<file path="src/rtl/lsu_ctrl.sv">
`default_nettype none
// +----------------------------------------------------------------------------+
// | lsu_ctrl : load/store sequencer between the RV32I core and a req/gnt/rvalid |
// |            data memory; lane steering, load extension, misalign flagging.   |
// | Revision : 1.0                                                              |
// +----------------------------------------------------------------------------+
module lsu_ctrl #(
  parameter int ADDR_W = 32,
  parameter int DATA_W = 32
) (
  input  logic              i_clk,
  input  logic              i_reset,
  input  logic              i_mem_en,
  input  logic              i_mem_wr,
  input  logic [3:0]        i_load_type,
  input  logic              i_load_signed,
  input  logic [ADDR_W-1:0] i_addr,
  input  logic [DATA_W-1:0] i_wdata,
  output logic              o_dmem_req,
  output logic              o_dmem_we,
  output logic [ADDR_W-1:0] o_dmem_addr,
  output logic [3:0]        o_dmem_be,
  output logic [DATA_W-1:0] o_dmem_wdata,
  input  logic              i_dmem_gnt,
  input  logic              i_dmem_rvalid,
  input  logic [DATA_W-1:0] i_dmem_rdata,
  output logic              o_stall,
  output logic              o_done,
  output logic [DATA_W-1:0] o_rdata,
  output logic              o_misaligned
);

  typedef enum logic [1:0] {
    S_IDLE = 2'd0,
    S_REQ  = 2'd1,
    S_WAIT = 2'd2,
    S_DONE = 2'd3
  } state_t;

  localparam logic [1:0] c_SZ_BYTE = 2'd0;
  localparam logic [1:0] c_SZ_HALF = 2'd1;
  localparam logic [1:0] c_SZ_WORD = 2'd2;

  state_t      state_q;
  logic        wr_q;
  logic        signed_q;
  logic [1:0]  size_q;
  logic [1:0]  off_q;

  logic [1:0]        size_d;
  logic              mis_d;
  logic [3:0]        be_d;
  logic [DATA_W-1:0] wdata_d;
  logic [DATA_W-1:0] lane_d;
  logic [DATA_W-1:0] load_d;

  // Decode of the incoming request, evaluated while IDLE.
  always_comb begin
    size_d  = c_SZ_WORD;
    mis_d   = 1'b0;
    be_d    = 4'b1111;
    wdata_d = i_wdata;
    case (i_load_type)
      4'b0001: size_d = c_SZ_BYTE;
      4'b0011: size_d = c_SZ_HALF;
      default: size_d = c_SZ_WORD;
    endcase
    case (size_d)
      c_SZ_BYTE: begin
        be_d    = 4'b0001 << i_addr[1:0];
        wdata_d = {4{i_wdata[7:0]}};
      end
      c_SZ_HALF: begin
        mis_d   = i_addr[0];
        be_d    = 4'b0011 << {i_addr[1], 1'b0};
        wdata_d = {2{i_wdata[15:0]}};
      end
      default: begin
        mis_d   = (i_addr[1:0] != 2'b00);
        be_d    = 4'b1111;
        wdata_d = i_wdata;
      end
    endcase
  end

  // Load lane extraction from the captured offset and size.
  always_comb begin
    lane_d = i_dmem_rdata >> {off_q, 3'b000};
    load_d = i_dmem_rdata;
    case (size_q)
      c_SZ_BYTE: load_d = {{(DATA_W-8){signed_q & lane_d[7]}}, lane_d[7:0]};
      c_SZ_HALF: load_d = {{(DATA_W-16){signed_q & lane_d[15]}}, lane_d[15:0]};
      default:   load_d = i_dmem_rdata;
    endcase
  end

  assign o_stall = ((state_q == S_IDLE) && i_mem_en) || (state_q == S_REQ) || (state_q == S_WAIT);

  always_ff @(posedge i_clk) begin
    if (i_reset) begin
      state_q      <= S_IDLE;
      wr_q         <= 1'b0;
      signed_q     <= 1'b0;
      size_q       <= c_SZ_WORD;
      off_q        <= 2'b00;
      o_dmem_req   <= 1'b0;
      o_dmem_we    <= 1'b0;
      o_dmem_addr  <= '0;
      o_dmem_be    <= 4'b0000;
      o_dmem_wdata <= '0;
      o_done       <= 1'b0;
      o_rdata      <= '0;
      o_misaligned <= 1'b0;
    end else begin
      case (state_q)
        S_IDLE: begin
          o_done       <= 1'b0;
          o_misaligned <= 1'b0;
          if (i_mem_en) begin
            wr_q     <= i_mem_wr;
            signed_q <= i_load_signed;
            size_q   <= size_d;
            off_q    <= i_addr[1:0];
            if (mis_d) begin
              // Misaligned accesses never reach memory; report and retire.
              state_q      <= S_DONE;
              o_done       <= 1'b1;
              o_misaligned <= 1'b1;
              o_rdata      <= '0;
            end else begin
              state_q      <= S_REQ;
              o_dmem_req   <= 1'b1;
              o_dmem_we    <= i_mem_wr;
              o_dmem_addr  <= {i_addr[ADDR_W-1:2], 2'b00};
              o_dmem_be    <= be_d;
              o_dmem_wdata <= wdata_d;
            end
          end
        end
        S_REQ: begin
          if (i_dmem_gnt) begin
            o_dmem_req <= 1'b0;
            o_dmem_we  <= 1'b0;
            if (wr_q) begin
              state_q <= S_DONE;
              o_done  <= 1'b1;
              o_rdata <= '0;
            end else begin
              state_q <= S_WAIT;
            end
          end
        end
        S_WAIT: begin
          if (i_dmem_rvalid) begin
            state_q <= S_DONE;
            o_done  <= 1'b1;
            o_rdata <= load_d;
          end
        end
        S_DONE: begin
          state_q      <= S_IDLE;
          o_done       <= 1'b0;
          o_misaligned <= 1'b0;
        end
        default: state_q <= S_IDLE;
      endcase
    end
  end

endmodule
`default_nettype wire

</file>
<file path="config.mk">
export PLATFORM = sky130hd
export DESIGN_NAME = lsu_ctrl
export DESIGN_NICKNAME = d
export VERILOG_FILES = /design/src/rtl/lsu_ctrl.sv
export SDC_FILE = /design/constraint.sdc
export NUM_CORES = 1
export LEC_CHECK = 0
export ABC_AREA = 0
export CORE_MARGIN = 5
export CORE_UTILIZATION = 43
export CTS_BUF_LIST = sky130_fd_sc_hd__clkbuf_16
export DETAILED_ROUTE_END_ITERATION = 10
export PLACE_DENSITY = 0.8
export SLEW_MARGIN = 10
export SYNTH_ARGS = -nofsm -noshare
export SYNTH_HDL_FRONTEND = slang
export SYNTH_SLANG_ARGS = --single-unit
</file>
<file path="constraint.sdc">
create_clock -name i_clk -period 2.65 [get_ports i_clk]
set_input_delay 0.53 -clock i_clk [delete_from_list [all_inputs] [get_ports i_clk]]
set_output_delay 0.53 -clock i_clk [all_outputs]
set_load 0.02 [all_outputs]
</file>
# Yosys cells after proc, flatten, opt, wreduce, memory -nomap -nowiden

Cells that the tools add are included.
Widths: inputs -> output; s select.

Register bits: 110
Latch bits: 0
RAM bits: 0
Bits in read-only memories: 0
Input bits: 107
Word-level logic and storage cells: 79
Memories: 0

Add/sub/neg operators: 0
$mul: 0
Div/mod/pow operators: 0
$lt $le $gt $ge: 0
Eq/ne operators: 13
Shift-type cells: 3
Mux-type cells: 31
Bitwise gates (word level): 3
Reduce and logical (&&, ||, !) cells: 16

Operator list:

| kind                | number |
|---|---|
| $mux 32             | 5 |
| $pmux 32 s2         | 2 |
| $pmux 32 s3         | 1 |
| $shr 32x5->16       | 1 |
| $ne 2x2->1 const B  | 6 |
| $mux 1              | 11 |
| $reduce_and 3->1    | 3 |
| $mux 2              | 4 |
| $pmux 1 s2          | 4 |
| $pmux 2 s4          | 1 |
| $pmux 4 s2          | 1 |
| $eq 2x1->1 const B  | 3 |
| $logic_not 2->1     | 3 |
| $reduce_and 6->1    | 1 |
| $reduce_bool 2->1   | 3 |
| $eq 2x2->1 const B  | 2 |
| $eq 4x1->1 const B  | 1 |
| $eq 4x2->1 const B  | 1 |
| $pmux 1 s4          | 1 |
| $pmux 2 s2          | 1 |
| $reduce_and 4->1    | 1 |
| $shl 1x2->4 const A | 1 |
| $shl 2x2->4 const A | 1 |
| $reduce_bool 3->1   | 1 |
| other kinds (5)     | 7 |

# Logic depth before layout (Yosys ltp)

Gate-level depths: netlist of the first run.

Depth after elaboration: 7
Mapped depth: 8
Mapped depth without buffers: 6

# Least setup slack after synthesis of the first run

OpenSTA, ideal clock, no wires.

Path type: in2reg
Start point: input i_load_type[1]
End point: register o_dmem_wdata[16]
Setup time: 0.091 ns
Data arrival time: 2.002 ns
Slack: 0.557 ns
Cell stages on the path: 6
Buffers on the path: 2
Cells stage by stage: buf_2 > or4b_4 > a221oi_4 > buf_4 > nor2_1 > a311oi_1

Word-level cells in the longest chain between the ends: 6
Elaborated cells on any way between the ends: 9
Classes of those cells: eq/ne: 3; mux: 3; bitwise: 1; reduce/logical: 2

RTL lines:

| element                                              | line | text |
|---|---|---|
| from (decl)                                          | 15   | `input logic [3:0] i_load_type,` |
| $eq 4x2->1 / $eq 4x1->1 (equally long branches)      | 63   | `case (i_load_type)` |
| $pmux 2 s2 (*)                                       | 63   |  |
| $eq 2x1->1 / $logic_not 2->1 (equally long branches) | 68   | `case (size_d)` |
| $pmux 1 s2                                           | 68   |  |
| $not 1->1 (no source line)                           | n/a  |  |
| $reduce_and 3->1 (no source line)                    | n/a  |  |
| to (signal assigned)                                 | 136  | `o_dmem_wdata <= wdata_d;` |
| to (decl)                                            | 23   | `output logic [DATA_W-1:0] o_dmem_wdata,` |

Every way passes the cells marked *; elsewhere a longest branch is shown, timed or not.
A chain may end at the register's enable or synchronous reset.

# Worst setup path after layout of the first run

Start point: register state_q[1]
End point: output o_stall

Word-level cells in the longest chain between the ends: 4
Elaborated cells on any way between the ends: 6
Classes of those cells: eq/ne: 2; reduce/logical: 4

RTL lines:

| element                | line | text |
|---|---|---|
| from (decl)            | 44   | `state_t state_q;` |
| from (signal assigned) | 101  | `state_q <= S_IDLE;` |
| from (signal assigned) | 126  | `state_q <= S_DONE;` |
| from (signal assigned) | 131  | `state_q <= S_REQ;` |
| $logic_not 2->1        | 97   | `assign o_stall = ((state_q == S_IDLE) && i_mem_en) \|\| (state_q == S_REQ) \|\| (state_q == S_WAIT);` |
| $logic_and 1x1->1      | 97   |  |
| $logic_or 1x1->1       | 97   |  |
| $logic_or 1x1->1 (*)   | 97   |  |
| to (decl)              | 27   | `output logic o_stall,` |

Marks and branches as above.

==> results of run 1 <==
[stage by stage]
stage	setup TNS [ps]	area, um2
2_1_floorplan	0	5160
3_3_place_gp	0	7440
5_1_grt	0	7740
6_report	0	7740
4_1_cts	0	7740
3_5_place_dp	-144	7440
[cells by family after synthesis]
logic type               Yosys count
XOR/XNOR                           2
buffers and inverters             74
flip-flops                       110
AO/OA/AOI/OAI                    178
AND/OR/NAND/NOR                  212
adder cells (fa/ha/maj)            6
multiplexers                      30
other                              1
[cells in the mapped netlist (2+ instances only)]
master / number / area, um2
a21oi_1: 65 / 325
a221oi_1: 2 / 17.5
a2bb2oi_1: 4 / 35.0
a311oi_1: 10 / 87.6
a31oi_1: 2 / 12.5
a32o_1: 8 / 80.1
a32oi_1: 8 / 70.1
buf_1: 2 / 7.51
buf_2: 17 / 85.1
buf_4: 3 / 22.5
clkbuf_1: 34 / 128
dfxtp_1: 110 / 2200
ha_1: 6 / 75.1
inv_1: 17 / 63.8
mux2i_1: 28 / 280
nand2_1: 142 / 533
nand2b_1: 16 / 100
nand3_1: 9 / 45.0
nor2_1: 16 / 60.1
nor2b_1: 6 / 37.5
nor3_1: 6 / 30.0
nor3b_1: 3 / 22.5
o2111ai_1: 20 / 175
o211ai_1: 20 / 150
o21ai_0: 4 / 20.0
o221ai_1: 6 / 52.6
o2bb2ai_1: 16 / 140
or2_2: 8 / 50.1
[per-layer routing]
| metal | wire (um) | vias to the layer above | GRT usage, % |
|---|---|---|---|
| met1 | 6800 | 2521 | 27.2 |
| met4 | 476 | 0 | 10.8 |
| met5 | 0 | - | 0 |
| met3 | 1960 | 29 | 9.28 |
| met2 | 8350 | 279 | 40.1 |
| li1 | - | 2572 | - |
[report_power, final]
group	switching (uW)	total, uW	internal [uW]
clock	648	1400	749
combinational	1020	1890	869
sequential	127	1970	1840
[flip-flops by register name (all words and copies together) (netlist names), 2 cells and up]
| signal | cells |
|---|---|
| o_dmem_addr | 30 |
| o_dmem_be | 4 |
| o_dmem_wdata | 32 |
| o_rdata | 32 |
| off_q | 2 |
| size_q | 2 |
| state_q | 2 |
[worst max-delay path: stages (launching register included)]
cell           delay, ps
dfxtp_1              440
inv_1                120
ha_1                 290
and2_1               200
or3_1                300
dlygate4sd2_1        330
[layout make-up]
cell class                 instances  area [um2]
timing repair buffer             232        2310
tap                              147         184
clock inverter                     7        80.1
sequential                       110        2200
clock buffer                       9         225
inverter                          18        67.6
fill                             959        4120
multi-input combinational        430        2680
[worst paths after layout]
| kind | from | endpoint | slack (ps) |
|---|---|---|---|
| worst min register to register | o_dmem_addr[8]$_SDFFE_PP0P_ | o_dmem_addr[8]$_SDFFE_PP0P_ | 460 |
| worst max-delay path | state_q[1]$_SDFFE_PP0P_ | o_stall | 90 |
| worst min-delay path | o_dmem_addr[8]$_SDFFE_PP0P_ | o_dmem_addr[8]$_SDFFE_PP0P_ | 460 |
| worst max register to register | state_q[1]$_SDFFE_PP0P_ | o_rdata[8]$_SDFFE_PP0P_ | 540 |
==> reports/qor.yml, run 1 <==
status: "finished, final reports clean"
worst_slack_ps: 94.6
min_path_type: "reg2reg"
clk_path_buf_depth: 2
total_power_uw: 5260
required_ps: 2120
cp_data_arrival_time_ps: 2030
cts-resized-gates: 1
fin_crit_ps: 2560
hold_path_depth: 2
synthSimpleGateAreaFrac_pct: 18.2
ys_types: 53
wirelength_um: 17600
worstRegToRegCells: 7
fp.dieW_um: 119
finalClockSkew_ps: 8.82
grt-ovfl-total: 0
clkSinkCount: 110
synth_area_per_cell_um2: 8.41
tightest_slew_ps: 700
synth-main-ff-cell: "dfxtp_1"
final_cell_mix: "207 x clkdlybuf4s50_1, 142 x nand2_1, 110 x dfxtp_1, 65 x a21oi_1, 28 x mux2i_1"
drive_above_1_share_pct: 7.20
yosysSeqAreaShare_pct: 42.7
cts_tree: "yes"
setup.worst_path.class: "reg2out"
coreArea_um2: 11900
grt_pass1_wl_um: 27400
start_kind: "flip-flop"
fin_hold_ws_ps: 457
fp.dieArea_um2: 14300
max-vdd-ir-drop_v: 0.000440
final_cells: 953
synthMuxAreaShare_pct: 6.09
syn-cell-area_um2: 5150
syn_inst: 613
fin_crit_sh_pct: 96.4
grt_start_max_net_pins: 72
yosys_warnings: 0
rsz0062_at_grt: "false"
slew_headroom_pct: 53.2
firstDrtPassIters: 5
clk_pin_slew_ps: 80
drt-vias-per-instance: 5.67
final_util_pct: 65.3
powerDensity_nw_per_um2: 679
crit_fanout: 6
drc_errors: 0
synth_edf_count: 0
h-tree-depth: 3
max_freq_mhz: 391
setup_violations: 0
mostFrequentLayoutCell: "clkdlybuf4s50_1"
clock-root-buffer: "clkbuf_16"
wl_per_cell_um: 18.5
yosys.area_share.xor_xnor_pct: 0.340
place_congestion: 0.894
dp_cells: 937
antenna_cells: 0
io_buffers: 209
pin_count: 212
cts_hold_buf: 0
grt_pass1_vias: 5261
dr.first_iter.drc_count: 409
synth_top_family_by_area: "compound AO/OA/AOI/OAI gates"
start_util_pct: 43.5
antenna_found_initial: 0
ys_seq_elements: 110
leakagePower_uw: 0.00269
hold_viol: 0
synth-compound-area-share_pct: 25.1
dpl_worst_slack_ps: -32.0
rows: 40
synth_fa_ha_area_share_pct: 1.46
syn_to_final_growth_pct: 50.2
async_flop_share_pct: 0
grt_usage_pct: 24.0
vias: 5401
cap_violations: 0
drv_slew: 0
cts_setup_buffers: 0
die_h_um: 119
clk_latency_ps: 350
cts_made_buffers: 9
postRouteAntennaNets: 0
dpl.hpwl_um: 13000
layout.nets: 914
critPathCaptureType: "primary output"
No activity file was read; power rests on OpenSTA's default activity.
==> run 2: changes to the inputs <==
- CORE_UTILIZATION: 43 -> 31
- PLACE_DENSITY: 0.8 -> default
==> run 2 against run 1 <==
  * First-iteration DRC count shrank 28%
  * Utilization shrank 17 points
  * Global-route usage shrank 5.4 points
  * Non-clock buffer count grew 5
  * Critical path depth is the same
  * Die area grew 35%
  * Register-to-register slack gained 110 ps
  * Sequential power is essentially flat
  * Fmax grew 3.1%
  * Cell count grew 8.2%
  * Sequential share of layout area shrank 0.57 points
  * Routed wire length grew 4.5%
  * Critical endpoint unchanged
  * Largest cell class unchanged
==> reports/qor.yml, run 2 (synthesized netlist as in run 1, its figures left out) <==
postRouteAntennaNets: 0
grt-ovfl-total: 0
grt_pass1_vias: 5338
total_power_uw: 5370
power_frac_clock_pct: 27.7
finalClockSkew_ps: 5.10
fin_crit_sh_pct: 93.5
cts_hold_buf: 0
cts_made_buffers: 9
drc_errors: 0
clk_path_buf_depth: 2
fillers: 1554
grt_start_max_net_pins: 47
coreArea_um2: 16500
max-vdd-ir-drop_v: 0.000399
setup_violations: 0
start_util_pct: 31.3
r2r-start: "state_q[0]$_SDFFE_PP0P_"
firstDrtPassIters: 5
pin_count: 212
die_h_um: 139
grt_usage_pct: 18.6
cap_violations: 0
cp_data_arrival_time_ps: 1950
grt_pass1_wl_um: 29200
power_frac_seq_pct: 36.7
clk_latency_ps: 350
mostFrequentLayoutCell: "clkdlybuf4s50_1"
status: "finished, final reports clean"
clock-root-buffer: "clkbuf_16"
intPower_uw: 3570
fp.dieArea_um2: 19300
worstHoldStart: "o_dmem_addr[30]$_SDFFE_PP0P_"
min_to: "o_dmem_addr[30]$_SDFFE_PP0P_"
wirelength_um: 18400
p_comb_share_pct: 35.7
h-tree-depth: 3
place_congestion: 0.874
powerDensity_nw_per_um2: 679
switchingPower_uw: 1800
io_buffers: 209
antenna_found_initial: 1
cts_tree: "yes"
hold_path_depth: 2
wl_per_cell_um: 17.8
fin_crit_ps: 2480
slew_headroom_pct: 57.9
dr.first_iter.drc_count: 295
min_path_type: "reg2reg"
r2r_end: "o_dmem_addr[21]$_SDFFE_PP0P_"
swShare_pct: 33.6
critPathCaptureType: "primary output"
reg_top3: "o_dmem_wdata (32), o_rdata (32), o_dmem_addr (30)"
hold_viol: 0
drt-vias-per-instance: 5.15
final_cell_mix: "207 x clkdlybuf4s50_1, 142 x nand2_1, 109 x dfxtp_1, 65 x a21oi_1, 28 x mux2i_1"
setup_tns_ps: 0
setup.worst_path.class: "reg2out"
fp.dieW_um: 139
clk_pin_slew_ps: 70
vias: 5310
rsz0062_at_grt: "false"
max_freq_mhz: 404
clkSinkCount: 110
worstRegToRegCells: 8
leakagePower_uw: 0.00273
rrSetupSlack_ps: 650
layout.nets: 919
required_ps: 2120
drv_slew: 0
syn_to_final_growth_pct: 53.3
fin_hold_ws_ps: 455
startpoint: "state_q[0]$_SDFFE_PP0P_"
tightest_slew_ps: 631
crit_fanout: 6
dpl.hpwl_um: 13600
rows: 47
drive_above_1_share_pct: 7.89
antenna_cells: 0
start_kind: "flip-flop"
==> run 2: changes by cell type in the layout (fill, tap and decap cells not counted), sizes merged <==
cell,before,now
inv,21,20
buf,24,29
clkinvlp,1,0
bufinv,1,2
clkinv,2,3
==> run 2: timing repair <==
item	in CTS	in global routing
endpoints found under the setup margin	1	1
cloned	0	0
resized for setup	1	2
pin swaps	0	0
hold endpoints to repair	0	0
setup buffers	0	0
==> run 2: metal layers <==
metal	GRT usage [%]	vias up	part of all wire, %
met5	0	-	0.038
met4	5.82	2	2.1
met3	8.48	28	11
met2	27.8	214	43
met1	24.0	2472	44
li1	-	2594	-
==> run 2: power groups by stage <==
stage / Sequential, uW / Combinational [uW] / Clock [uW]
after floorplan: 2170 / 850 / 0
after global placement: 2000 / 1900 / 0
after detailed placement: 2000 / 1930 / 0
after CTS: 1970 / 1930 / 1520
after global routing: 1990 / 2080 / 1600
final: 1970 / 1910 / 1480
==> run 2: how the worst max path moves through the flow <==
stage | end | cells past startpoint
2_1_floorplan | o_dmem_wdata[16]$_SDFFE_PP0P_ | 6
3_3_place_gp | o_dmem_addr[28]$_SDFFE_PP0P_ | 7
3_5_place_dp | o_dmem_addr[21]$_SDFFE_PP0P_ | 7
4_1_cts | o_stall | 5
5_1_grt | o_stall | 5
6_report | o_stall | 5
==> run 2: metrics by stage <==
stage | cells | area, um2 | setup slack [ps] | util (%)
detailed placement | 1015 | 7580 | 7.92 | 46.0
global route | 1031 | 7910 | 44.0 | 48.0
global placement | 1015 | 7580 | 84.3 | 46.0
floorplan | 614 | 5160 | 557 | -
CTS | 1031 | 7900 | 66.8 | 48.0
finish | 1031 | 7910 | 172 | 48.0
==> run 2: layout make-up <==
cell class / count / area [um2] / area share, %
multi-input cells: 430 / 2680 / 33.9
well taps: 220 / 275 / 3.48
inverters: 18 / 67.6 / 0.855
repair buffers: 237 / 2360 / 29.8
clock buffers: 9 / 225 / 2.85
clock inverters: 7 / 97.6 / 1.23
flip-flops and latches: 110 / 2200 / 27.9
==> run 2: critical path, stage by stage, from the launching register on <==
cell           delay, ps
dfxtp_1              390
inv_1                130
ha_2                 250
and2_1               180
or3_1                320
dlygate4sd2_1        330
